File: config.mk
export PLATFORM = sky130hd
export DESIGN_NAME = lb_button_conditioner
export DESIGN_NICKNAME = d
export VERILOG_FILES = /design/src/rtl/lb_button_pkg.sv /design/src/rtl/lb_sync2.sv /design/src/rtl/lb_button_conditioner.sv
export SDC_FILE = /design/constraint.sdc
export NUM_CORES = 1
export LEC_CHECK = 0
export BUFFER_PORTS_ARGS = -buffer_cell sky130_fd_sc_hd__buf_2
export CAP_MARGIN = 20
export CORE_MARGIN = 10
export CORE_UTILIZATION = 38
export DETAILED_ROUTE_END_ITERATION = 6
export HOLD_SLACK_MARGIN = 0.12
export SETUP_SLACK_MARGIN = 0.3
export SLEW_MARGIN = 20
export SYNTH_ARGS = -nofsm -noshare
export SYNTH_HDL_FRONTEND = slang
export SYNTH_HIERARCHICAL = 1
export SYNTH_SLANG_ARGS = --single-unit
File: constraint.sdc
create_clock -name CLK -period 3.04 [get_ports CLK]
set_clock_uncertainty 0.15 [all_clocks]
set_input_delay 0.152 -clock CLK [delete_from_list [all_inputs] [get_ports CLK]]
set_output_delay 0.152 -clock CLK [all_outputs]
set_load 0.02 [all_outputs]
File: src/rtl/lb_button_pkg.sv
// Shared state encoding, counter width and default 100 MHz timing for the
// Lightbike push-button conditioners.
package lb_button_pkg;

    localparam int DEF_CW       = 27;
    localparam int DEF_DB_CNT   = 2500000;   // 25 ms
    localparam int DEF_HOLD_CNT = 50000000;  // 0.5 s
    localparam int DEF_REP_CNT  = 10000000;  // 0.1 s

    typedef enum logic [2:0] {
        IDLE       = 3'd0,
        DB_PRESS   = 3'd1,
        PRESSED    = 3'd2,
        HOLD       = 3'd3,
        REPEAT     = 3'd4,
        DB_RELEASE = 3'd5,
        WAIT_LOW   = 3'd6
    } btn_state_t;

    // True in every state where the button counts as debounced-pressed.
    function automatic logic is_pressed_level(input btn_state_t s);
        return (s == PRESSED) || (s == HOLD) || (s == REPEAT) ||
               (s == DB_RELEASE) || (s == WAIT_LOW);
    endfunction

endpackage

File: src/rtl/lb_sync2.sv
// Generic two-flop synchroniser with asynchronous active-low clear, shared by
// all button inputs.
module lb_sync2 #(
    parameter int WIDTH = 1
) (
    input  logic             clk,
    input  logic             rst_n,
    input  logic [WIDTH-1:0] d,
    output logic [WIDTH-1:0] q
);

    logic [WIDTH-1:0] meta;

    always_ff @(posedge clk or negedge rst_n) begin
        if (!rst_n) begin
            meta <= '0;
            q    <= '0;
        end else begin
            meta <= d;
            q    <= meta;
        end
    end

endmodule

File: src/rtl/lb_button_conditioner.sv
// Debounce / press / auto-repeat conditioner for one Nexys-3 push-button.
// Auto-repeat (HOLD/REPEAT, MCEN repeats, CCEN) is built only when LB_BTN_REPEAT_EN is defined.
module lb_button_conditioner
    import lb_button_pkg::*;
#(
    parameter int CW       = DEF_CW,
    parameter int DB_CNT   = DEF_DB_CNT,
    parameter int HOLD_CNT = DEF_HOLD_CNT,
    parameter int REP_CNT  = DEF_REP_CNT
) (
    input  logic CLK,
    input  logic RESET,
    input  logic PB,
    output logic DPB,
    output logic SCEN,
    output logic MCEN,
    output logic CCEN
);

    if (DB_CNT < 1 || HOLD_CNT < 1 || REP_CNT < 1 ||
        $clog2(DB_CNT + 1) > CW || $clog2(HOLD_CNT + 1) > CW ||
        $clog2(REP_CNT + 1) > CW) begin : g_bad_params
        $error("lb_button_conditioner: timing count out of range for CW");
    end

    localparam logic [CW-1:0] DB_LAST = CW'(DB_CNT - 1);
`ifdef LB_BTN_REPEAT_EN
    localparam logic [CW-1:0] HOLD_LAST = CW'(HOLD_CNT - 1);
    localparam logic [CW-1:0] REP_LAST  = CW'(REP_CNT - 1);
`endif

    logic          ps;
    btn_state_t    state, state_next;
    logic [CW-1:0] cnt, cnt_next;

    lb_sync2 #(.WIDTH(1)) u_sync (
        .clk   (CLK),
        .rst_n (RESET),
        .d     (PB),
        .q     (ps)
    );

    always_ff @(posedge CLK or negedge RESET) begin
        if (!RESET) begin
            state <= IDLE;
            cnt   <= '0;
        end else begin
            state <= state_next;
            cnt   <= cnt_next;
        end
    end

    // Every state change zeroes the shared counter; compare values stop it from wrapping.
    always_comb begin
        state_next = state;
        cnt_next   = cnt + CW'(1);
        case (state)
            IDLE: begin
                cnt_next = '0;
                if (ps) state_next = DB_PRESS;
            end
            DB_PRESS: begin
                if (!ps) begin
                    state_next = IDLE;
                    cnt_next   = '0;
                end else if (cnt == DB_LAST) begin
                    state_next = PRESSED;
                    cnt_next   = '0;
                end
            end
            PRESSED: begin
                cnt_next = '0;
`ifdef LB_BTN_REPEAT_EN
                state_next = HOLD;
`else
                state_next = WAIT_LOW;
`endif
            end
`ifdef LB_BTN_REPEAT_EN
            HOLD: begin
                if (!ps) begin
                    state_next = DB_RELEASE;
                    cnt_next   = '0;
                end else if (cnt == HOLD_LAST) begin
                    state_next = REPEAT;
                    cnt_next   = '0;
                end
            end
            REPEAT: begin
                if (!ps) begin
                    state_next = DB_RELEASE;
                    cnt_next   = '0;
                end else if (cnt == REP_LAST) begin
                    cnt_next = '0;
                end
            end
`else
            WAIT_LOW: begin
                cnt_next = '0;
                if (!ps) state_next = DB_RELEASE;
            end
`endif
            DB_RELEASE: begin
                if (ps) begin
                    cnt_next = '0;
                end else if (cnt == DB_LAST) begin
                    state_next = IDLE;
                    cnt_next   = '0;
                end
            end
            default: begin
                state_next = IDLE;
                cnt_next   = '0;
            end
        endcase
    end

    always_comb begin
        DPB  = is_pressed_level(state);
        SCEN = (state == PRESSED);
`ifdef LB_BTN_REPEAT_EN
        MCEN = (state == PRESSED) || ((state == REPEAT) && (cnt == REP_LAST));
        CCEN = (state == REPEAT);
`else
        MCEN = (state == PRESSED);
        CCEN = 1'b0;
`endif
    end

endmodule

==> results of run 1 <==
## where the power goes
| part | internal [mW] | total [mW] | switching, mW |
|---|---|---|---|
| Combinational | 0.0112 | 0.0387 | 0.0275 |
| Sequential | 0.431 | 0.437 | 0.00621 |
| Clock | 0.289 | 0.446 | 0.157 |
## registers in the layout, summed over array words and instances (netlist names)
name,count
state,3
u_sync/q,1
u_sync/meta,1
cnt,27
## kinds of logic after synthesis
logic type / Yosys count / synth area share
xor gates and xnor gates: 14 / 0.0721
DFF: 32 / 0.471
AOI/OAI and AO/OA: 31 / 0.121
buffers and inverters: 12 / 0.0368
adders and majority gates: 1 / 0.00736
and+or+nand+nor: 88 / 0.290
other: 1 / 0.00221
## per-layer routing
layer	vias to the layer above	GRT usage	routed length (um)
li1	680	-	-
met5	-	0	0
met1	667	0.121	1670
met3	6	0.0318	133
met2	22	0.162	1760
met4	0	0.0486	60
## stage by stage
stage	power [mW]	area, sq um
finish	0.922	1900
global route	0.955	1900
CTS	0.935	1900
detailed placement	0.482	1750
global placement	0.481	1750
floorplan	0.469	1700
## layout by cell type (no fill, tap or decap), drive strengths merged, types with 2 or more instances in the layout
| cell | instances |
|---|---|
| nand4 | 13 |
| o21ai | 6 |
| clkbuf | 7 |
| nor2 | 18 |
| xor2 | 10 |
| xnor2 | 4 |
| or3 | 6 |
| buf | 6 |
| nand3 | 11 |
| and3 | 4 |
| o31ai | 7 |
| nor3 | 2 |
| or4 | 9 |
| dlygate4sd3 | 2 |
| and4 | 2 |
| dfrtp | 32 |
| nand2 | 11 |
| a21oi | 12 |
| inv | 4 |
| o211ai | 2 |
| nor4 | 5 |
## worst reg2reg max path: stages, from the launching register on
cell      delay, ns
dfrtp_1        0.41
ha_1           0.23
nand4_1        0.16
or4_1          0.62
o211ai_4       0.19
buf_4          0.31
nor2_1         0.11
## worst max-delay path by stage
stage                     depth (start not counted)  endpoint  slack [ns]   start
after detailed placement                          6    cnt[9]        0.75  cnt[0]
after global routing                              6   cnt[14]        0.55  cnt[0]
after floorplan                                   7   cnt[19]        0.91  cnt[0]
after CTS                                         6    cnt[9]        0.74  cnt[0]
final                                             6    cnt[9]        0.74  cnt[0]
after global placement                            6    cnt[9]        0.82  cnt[0]
## final cells by class
cell class                      count  area, sq um
Clock buffer                        7         96.3
Timing Repair Buffer                8         52.6
Multi-Input combinational cell    135          837
Fill cell                         411         2460
Inverter                            4         15.0
Sequential cell                    32          801
Clock inverter                      1         30.0
Tap cell                           52         65.1
==> impl_metrics.tcl, run 1 <==
set metrics [dict create \
    vdd_ir_drop_max_mv 0.215 \
    period_minus_slack_ns 2.30 \
    yosysTopAreaCellShare 0.471 \
    power.density_cell_area_nw_per_um2 486 \
    placedCellCount 229 \
    post-route-drc-count 0 \
    share_of_post_route_cells_with_drive_strength_above_1 0.0909 \
    wl_mm 3.62 \
    synth.top_cells.by_count "dfrtp_1, nor2_1, nand4_1" \
    synth_edf_count 0 \
    instances_no_fill 239 \
    worst_hold_path_type "reg -> reg" \
    cts_root_buf "clkbuf_8" \
    slew_viol_final 0 \
    p_leak_nw 0.727 \
    timing.max_cap.violations 0 \
    final_worst_setup_slack_ns 0.737 \
    die_width_um 86.9 \
    reg2reg_depth 6 \
    worst-endpoint-arrival_ns 2.31 \
    tritoncts.num_buffers 5 \
    cts_resized 0 \
    clkSlewWorstSetupHoldPaths_ns 0.06 \
    cts.path.max_buffers 2 \
    hold_buffers 2 \
    dp_hpwl_mm 2.51 \
    worstSetupPathType "reg -> reg" \
    number_of_buffers_inserted_by_port_buffering 5 \
    required_ns 3.05 \
    worst_slew_pin_slew_ns 0.693 \
    crit_path_max_fanout 27 \
    clock_insertion_delay_worst_skew_ns 0.28 \
    die_h_um 86.9 \
    worst_path_dominant_cell_family "simple AND/OR/NAND/NOR gates" \
    synthMostInstantiatedCell "dfrtp_1" \
    netlist.top_cell.by_area "dfrtp_1" \
    ff2ff_setup_slack_ns 0.74 \
    synth.lib_cells_used.distinct 37 \
    via_count 1375 \
    timing.hold.worst_path_depth 0 \
    maxClockFrequency_mhz 434 \
    antenna_left 0 \
    gpl.final_weighted_congestion 0.812 \
    pin_count_of_the_biggest_net_entering_global_routing 33 \
    placementRows 24 \
    synth_top_cells_by_area "dfrtp_1, xor2_1, nand4_1, nor2_1, or4_1" \
    antenna_found_initial 0 \
    ys.flop_type "dfrtp_1" \
    synthToLayoutAreaGrowth_pct 11.6 \
    async_flop_share 1.00 \
    setup_tns_after_final_layout_ns 0 \
    timing.critical_path.from_type "flip-flop" \
    unrepaired_setup_endpoints_after_global_routing "false" \
    final_util 0.436 \
    grt_first_pass_wirelength_mm 6.31 \
    synthesis.area_sq_um 1700 \
    final_hold_slack_ns 0.206 \
    design.final.nets 190 \
    report.final.setup_viol 0 \
    critical_path_s_largest_stage_delay_ns 0.62 \
    crit_path_cell_trace "ha_1, nand4_1, or4_1, o211ai_4, buf_4, nor2_1" \
    cts_max_level 2 \
    timing_hold_violations_final 0 \
    ioPinCount 7 \
    critPathBufInv 1 \
    post_cts_buffers 0 \
    drt-wirelength-per-cell_um 15.2 \
    globalRouteOverflowTotal 0 \
    postSynthNetCount 183 \
    r2r-start "cnt[0]" \
    hold_start "u_sync/meta" \
    post_synth.cell_area_avg_sq_um 9.50 \
    reg2reg_to "cnt[9]" \
    detailedRoute.firstIterationViolations 141 \
    yosysSeqAreaShare 0.471 \
    via_per_inst 5.75 \
    design.die.area_sq_um 7550 \
    combined_global_route_utilization_of_all_metal_layers 0.102 \
    ys.warnings.count 6 \
    detailedRoute.firstPassIterationCount 4 \
    timing.slew.headroom 0.538 \
    crit_path_capture_type "flip-flop" \
    ys_seq_elements 32 \
    tritoncts_clock_tree "built" \
    core_region_area_sq_um 4350 \
    cpMaxStageDelayCell "or4_1" \
    hold_ep "u_sync/q" \
    netlist_instances 179 \
    grt_pass1_vias 1416 \
    num_antenna_cells 0 \
    outcome "finished, final reports clean" \
    dp_slack_ns 0.752 \
    initial_core_util 0.391 \
    cts_sink_count 32 \
    final_min_period_over_clock_period 0.758 \
]
(Power assumes the default switching activity.)
==> inputs of run 2 (changes only) <==
--- a/config.mk
+++ b/config.mk
@@ -5,6 +5,7 @@
 export SDC_FILE = /design/constraint.sdc
 export NUM_CORES = 1
 export LEC_CHECK = 0
+export ABC_AREA = 1
 export BUFFER_PORTS_ARGS = -buffer_cell sky130_fd_sc_hd__buf_2
 export CAP_MARGIN = 20
 export CORE_MARGIN = 10
==> constraint.sdc (replaced) <==
create_clock -name CLK -period 2.4 [get_ports CLK]
set_clock_uncertainty 0.15 [all_clocks]
set_input_delay 0.12 -clock CLK [delete_from_list [all_inputs] [get_ports CLK]]
set_output_delay 0.12 -clock CLK [all_outputs]
set_load 0.02 [all_outputs]
==> run 2 against run 1 <==
Effect of this change: register-to-register slack got worse by 0.23 ns; global-route usage increased by 0.98 points; sequential share of layout area decreased by 6.9 points; combinational power increased to 9.6 times the previous value; flip-flop and latch count unchanged; utilization about the same; total power increased by 62%; cell count increased by 55%; synthesized cell count increased by 63%; critical path type unchanged; largest cell class unchanged.
==> impl_metrics.tcl, run 2 <==
set metrics [dict create \
    clock_insertion_delay_worst_skew_ns 0.29 \
    netSwitchingPower_mw 0.495 \
    worstSetupPathType "reg -> reg" \
    timing_hold_violations_final 0 \
    timing.critical_path.from_type "flip-flop" \
    synth-compound-area-share 0.0851 \
    cell_internal_pwr_mw 1.00 \
    postSynthNetCount 296 \
    synthMostInstantiatedCell "nand2_1" \
    via_count 1746 \
    p_leak_nw 0.926 \
    design.final.nets 304 \
    wl_mm 4.43 \
    cts.path.max_buffers 2 \
    synth_edf_count 0 \
    crit_path_capture_type "flip-flop" \
    grt_pass1_vias 1714 \
    critical_path_s_largest_stage_delay_ns 0.37 \
    tritoncts_clock_tree "built" \
    outcome "finished, final reports clean" \
    grtUsageMet2 0.171 \
    worst-endpoint-arrival_ns 1.89 \
    design.die.area_sq_um 8810 \
    final_min_period_over_clock_period 0.788 \
    cts_root_buf "clkbuf_8" \
    crit_path_cell_trace "ha_1, nand2_1, nor2_4, nand3b_1, nor2_1, nand2_1, nand2_2, buf_4, a21oi_1" \
    most_common_cell_after_layout_fill_and_taps_aside "nand2_1" \
    dp_hpwl_mm 3.42 \
    synth.top_cells.by_count "nand2_1, inv_1, nor2_1, dfrtp_1, a21oi_1" \
    initial_core_util 0.398 \
    cts_resized 0 \
    synthMuxAreaShare 0 \
    power.share.sequential 0.416 \
    layout_top_registers "cnt x27, state x3" \
    cts_sink_count 32 \
    main_combinational_cell_family_by_area_after_synthesis "simple AND/OR/NAND/NOR gates" \
    synthToLayoutAreaGrowth_pct 9.54 \
    final_hold_slack_ns 0.204 \
    post_cts_buffers 0 \
    met3_usage 0.0328 \
    gpl.final_weighted_congestion 0.876 \
    gr-usage-met1 0.145 \
    switching_share 0.331 \
    synth_top_cells_by_area "dfrtp_1, nand2_1, inv_1, nor2_1, a21oi_1" \
    crit_path_max_fanout 12 \
    synthesis.area_sq_um 2070 \
    period_minus_slack_ns 1.89 \
    grt_first_pass_wirelength_mm 7.88 \
    power.density_cell_area_nw_per_um2 660 \
    placementRows 26 \
    ys.flop_type "dfrtp_1" \
    layer_with_the_highest_usage "met2" \
    yosysSeqAreaShare 0.386 \
    yosysTopAreaCellShare 0.386 \
    share_comb_of_total_power 0.247 \
    synth_simple_gate_area_frac 0.371 \
    tritoncts.num_buffers 5 \
    die_width_um 93.8 \
    detailedRoute.firstIterationViolations 103 \
    antenna_left 0 \
    maxClockFrequency_mhz 529 \
    number_of_flip_flops_in_the_largest_register 27 \
    hold_buffers 2 \
    core_region_area_sq_um 5200 \
    detailedRoute.firstPassIterationCount 4 \
    ys_seq_elements 32 \
    clkSlewWorstSetupHoldPaths_ns 0.07 \
    cts_max_level 2 \
    timing.max_cap.violations 0 \
    unrepaired_setup_endpoints_after_global_routing "false" \
    setup_tns_after_final_layout_ns 0 \
    largest_register_by_flop_count "cnt" \
    synth.lib_cells_used.distinct 28 \
    required_ns 2.40 \
    pin_count_of_the_biggest_net_entering_global_routing 33 \
    drt-wirelength-per-cell_um 11.9 \
    number_of_buffers_inserted_by_port_buffering 5 \
    netlist_instances 292 \
    worst_slew_pin_slew_ns 0.699 \
    crit_top_cell "nand2_1" \
    ys.warnings.count 6 \
    timing.slew.headroom 0.534 \
    worst_hold_path_type "reg -> reg" \
    antenna_found_initial 0 \
    clock_power_share 0.337 \
    vdd_ir_drop_max_mv 0.515 \
    post_synth.cell_area_avg_sq_um 7.10 \
    synth_adder_area_share 0.00604 \
    ioPinCount 7 \
    layout.cells.most_common_list "nand2_1, inv_1, nor2_1" \
    async_flop_share 1.00 \
    post-route-drc-count 0 \
    report.final.setup_viol 0 \
    netlist.top_cell.by_area "dfrtp_1" \
    globalRouteOverflowTotal 0 \
    num_antenna_cells 0 \
    combined_global_route_utilization_of_all_metal_layers 0.111 \
    die_h_um 93.8 \
    synth_xor_xnor_area_share 0.0550 \
    cpMaxStageDelayCell "dfrtp_1" \
    via_per_inst 4.71 \
    share_of_post_route_cells_with_drive_strength_above_1 0.106 \
    slew_viol_final 0 \
]
==> run 2: changes by cell type in the layout (fill, tap and decap cells not counted), sizes merged, moves of 6 or more <==
cell | before | now
or4 | 9 | 0
nand2 | 11 | 83
o31ai | 7 | 0
inv | 4 | 37
nor2 | 18 | 43
nor3 | 2 | 10
nand3 | 11 | 21
a21oi | 12 | 26
or3 | 6 | 0
==> run 2: layer usage <==
layer | up-vias | share of wire
met5 | - | 0
met4 | 0 | 0.012
met3 | 5 | 0.049
met2 | 26 | 0.44
met1 | 775 | 0.50
li1 | 940 | -
==> run 2: path summary, 6_finish.rpt <==
| check | startpoint | endpoint | slack [ns] | depth (start not counted) |
|---|---|---|---|---|
| min in group asynchronous | RESET | cnt[25] | 0.26 | 2 |
| setup reg to reg | cnt[0] | cnt[23] | 0.51 | 9 |
| hold reg to reg | u_sync/meta | u_sync/q | 0.20 | 0 |
| max in group asynchronous | RESET | cnt[18] | 1.38 | 2 |
| setup / recovery | cnt[0] | cnt[23] | 0.51 | 9 |
| hold / removal | u_sync/meta | u_sync/q | 0.20 | 0 |
==> run 2: cells by family (layout without fill, tap and decap cells) <==
kind of cell	Yosys count	count (layout)
buffers and inverters	45	54
other	1	1
DFF	32	32
adders and majority gates	1	1
and+or+nand+nor	166	166
xor gates and xnor gates	13	13
AOI/OAI and AO/OA	34	34
==> run 2: area by class of cell <==
class / instances / area [sq um]
flip-flops and latches: 32 / 801
clock buffers: 6 / 72.6
inverters: 37 / 139
clock inverters: 2 / 35.0
repair buffers: 9 / 60.1
well taps: 70 / 87.6
multi-input cells: 215 / 1070
fillers: 545 / 2940
==> run 2: power groups by stage <==
stage	combinational (mW)	sequential, mW	clock, mW
2_1_floorplan	0.318	0.613	0
3_3_place_gp	0.373	0.633	0
3_5_place_dp	0.371	0.634	0
4_1_cts	0.375	0.623	0.516
5_1_grt	0.422	0.632	0.544
6_report	0.370	0.623	0.504
==> run 2: metrics by stage <==
stage | cell area, sq um | power (mW) | util | setup WS (ns) | cells
after global placement | 2140 | 1.01 | 0.412 | 0.545 | 361
final | 2270 | 1.50 | 0.436 | 0.510 | 371
after detailed placement | 2140 | 1.01 | 0.412 | 0.504 | 361
after CTS | 2270 | 1.51 | 0.436 | 0.499 | 371
after floorplan | 2070 | 0.930 | - | 0.781 | 292
after global routing | 2270 | 1.60 | 0.436 | 0.386 | 371
==> run 2: worst max-delay path, delay by kind of cell (launching register included) <==
kind	cells	cell delay (ns)
and+or+nand+nor	6	0.73
buffers and inverters	1	0.22
adders and majority gates	1	0.19
AOI/OAI and AO/OA	1	0.08
DFF	1	0.37
==> inputs of run 3 (changes only) <==
==> constraint.sdc (replaced) <==
create_clock -name CLK -period 1.62 [get_ports CLK]
set_clock_uncertainty 0.15 [all_clocks]
set_input_delay 0.081 -clock CLK [delete_from_list [all_inputs] [get_ports CLK]]
set_output_delay 0.081 -clock CLK [all_outputs]
set_load 0.02 [all_outputs]
==> run 3 against run 2 <==
Effect of this change: the flow now finishes with violations (setup timing); largest cell class unchanged; total power rose by 93%; combinational power grew to 3.6 times the previous value; hold slack got worse by 0.017 ns; register-to-register slack got worse by 0.59 ns; flip-flop and latch count unchanged; wire length rose by 30%.
==> impl_metrics.tcl, run 3 (synthesized netlist as in run 2, its figures left out) <==
set metrics [dict create \
    outcome "finished with violations" \
    violations_in_the_final_reports "setup timing" \
    cts.path.max_buffers 2 \
    placementRows 26 \
    synthToLayoutAreaGrowth_pct 40.3 \
    layout_top_registers "cnt x27, state x3" \
    pin_count_of_the_biggest_net_entering_global_routing 33 \
    ff2ff_setup_slack_ns -0.08 \
    detailed_place.area_sq_um 2450 \
    required_ns 1.66 \
    reg2reg_depth 9 \
    clkSlewWorstSetupHoldPaths_ns 0.07 \
    die_width_um 93.8 \
    final_worst_setup_slack_ns -0.0775 \
    period_minus_slack_ns 1.70 \
    placedCellCount 393 \
    unrepaired_setup_endpoints_after_global_routing "true" \
    design.die.area_sq_um 8810 \
    slew_viol_final 0 \
    via_per_inst 4.84 \
    drt-wirelength-per-cell_um 13.8 \
    worstSetupPathType "reg -> reg" \
    final_min_period_over_clock_period 1.05 \
    tritoncts_clock_tree "built" \
    gr-usage-met1 0.159 \
    ioPinCount 7 \
    crit_path_max_fanout 5 \
    timing.max_cap.violations 0 \
    detailedRoute.firstIterationViolations 106 \
    worst-endpoint-arrival_ns 1.73 \
    tritoncts.num_buffers 5 \
    antenna_found_initial 0 \
    instances_no_fill 418 \
    dp_hpwl_mm 3.76 \
    clock_insertion_delay_worst_skew_ns 0.29 \
    finalInstanceArea_sq_um 2910 \
    largest_register_by_flop_count "cnt" \
    antenna_left 0 \
    grt_first_pass_wirelength_mm 8.89 \
    detailedRoute.firstPassIterationCount 4 \
    via_count 2022 \
    power.density_cell_area_nw_per_um2 993 \
    grtUsageMet2 0.202 \
    design.final.nets 351 \
    num_antenna_cells 0 \
    number_of_buffers_inserted_by_port_buffering 5 \
    cts_root_buf "clkbuf_8" \
    gpl.final_weighted_congestion 0.875 \
    share_of_post_route_cells_with_drive_strength_above_1 0.310 \
    reg2reg_to "cnt[11]" \
    p_leak_nw 1.27 \
    r2r-start "cnt[1]" \
    core_region_area_sq_um 5200 \
    die_h_um 93.8 \
    register_area_sq_um 801 \
    number_of_flip_flops_in_the_largest_register 27 \
    report.final.setup_viol 30 \
    most_common_cell_after_layout_fill_and_taps_aside "nand2_1" \
    vdd_ir_drop_max_mv 0.826 \
    maxClockFrequency_mhz 589 \
    multi_input_area_sq_um 1230 \
    layout.cells.most_common_list "nand2_1, buf_4, inv_1" \
    timing_hold_violations_final 0 \
    wl_mm 5.77 \
    timing.critical_path.from_type "flip-flop" \
    met3_usage 0.0392 \
    layer_with_the_highest_usage "met2" \
    cts_sink_count 32 \
    cts_max_level 2 \
    crit_path_capture_type "flip-flop" \
    setup_tns_after_final_layout_ns -1.43 \
    globalRouteOverflowTotal 0 \
    layout_fillers 460 \
    combined_global_route_utilization_of_all_metal_layers 0.126 \
    grt_pass1_vias 1899 \
    worst_hold_path_type "in -> async" \
    post-route-drc-count 0 \
    initial_core_util 0.398 \
]
## run 3: cell types whose count changed in the layout (fill, tap and decap cells not counted), sizes merged
cell	change
buf	+43
clkbuf	+3
bufinv	-1
clkinv	+1
nand2	+1
## run 3: cell type report
class,count,share of cell area
multi-input cells,216,0.424
flip-flops and latches,32,0.276
clock inverters,2,0.00344
repair buffers,55,0.190
clock buffers,6,0.0284
inverters,37,0.0486
well taps,70,0.0301
## run 3: worst max-delay path, stage by stage, from the launching register on
cell	delay, ns
dfrtp_1	0.39
ha_4	0.17
nand2_4	0.06
nor2_4	0.11
nand3b_1	0.09
nor2_2	0.10
nand2_2	0.10
nand2_4	0.17
clkbuf_16	0.17
a21oi_1	0.06
## run 3: worst max path at each step
stage / from / endpoint / slack, ns
3_5_place_dp: cnt[0] / state[0] / -0.12
6_report: cnt[1] / cnt[11] / -0.08
5_1_grt: cnt[11] / cnt[5] / -0.20
4_1_cts: cnt[0] / cnt[23] / -0.05
3_3_place_gp: cnt[0] / state[0] / -0.09
2_1_floorplan: cnt[0] / state[2] / 0.05
## run 3: repair_timing
action                                  in CTS  in global routing
buffers inserted                             4                  6
hold buffers                                 2                  0
hold endpoints to repair                    33                  0
gates cloned                                 0                  5
endpoints found under the setup margin      33                 33
pin swaps                                    6                 14
resized for setup                           28                 21
## run 3: through the flow
stage	setup slack (ns)	util	hold WS, ns	total power, mW
6_report	-0.0775	0.558	0.187	2.89
5_1_grt	-0.199	0.558	0.227	3.05
4_1_cts	-0.0471	0.516	0.201	2.53
3_5_place_dp	-0.116	0.470	-0.0186	1.66
3_3_place_gp	-0.0858	0.470	-0.0161	1.66
2_1_floorplan	0.0465	-	-0.365	1.40
## run 3: where the power goes
| part | switching (mW) | total, mW | internal, mW |
|---|---|---|---|
| registers | 0.0518 | 0.909 | 0.857 |
| clock network | 0.321 | 0.660 | 0.339 |
| logic | 0.669 | 1.32 | 0.649 |
## run 3: metal layers
metal,part of all wire,up-vias
li1,-,1039
met1,0.45,922
met2,0.48,47
met3,0.047,14
met4,0.019,0
met5,0,-
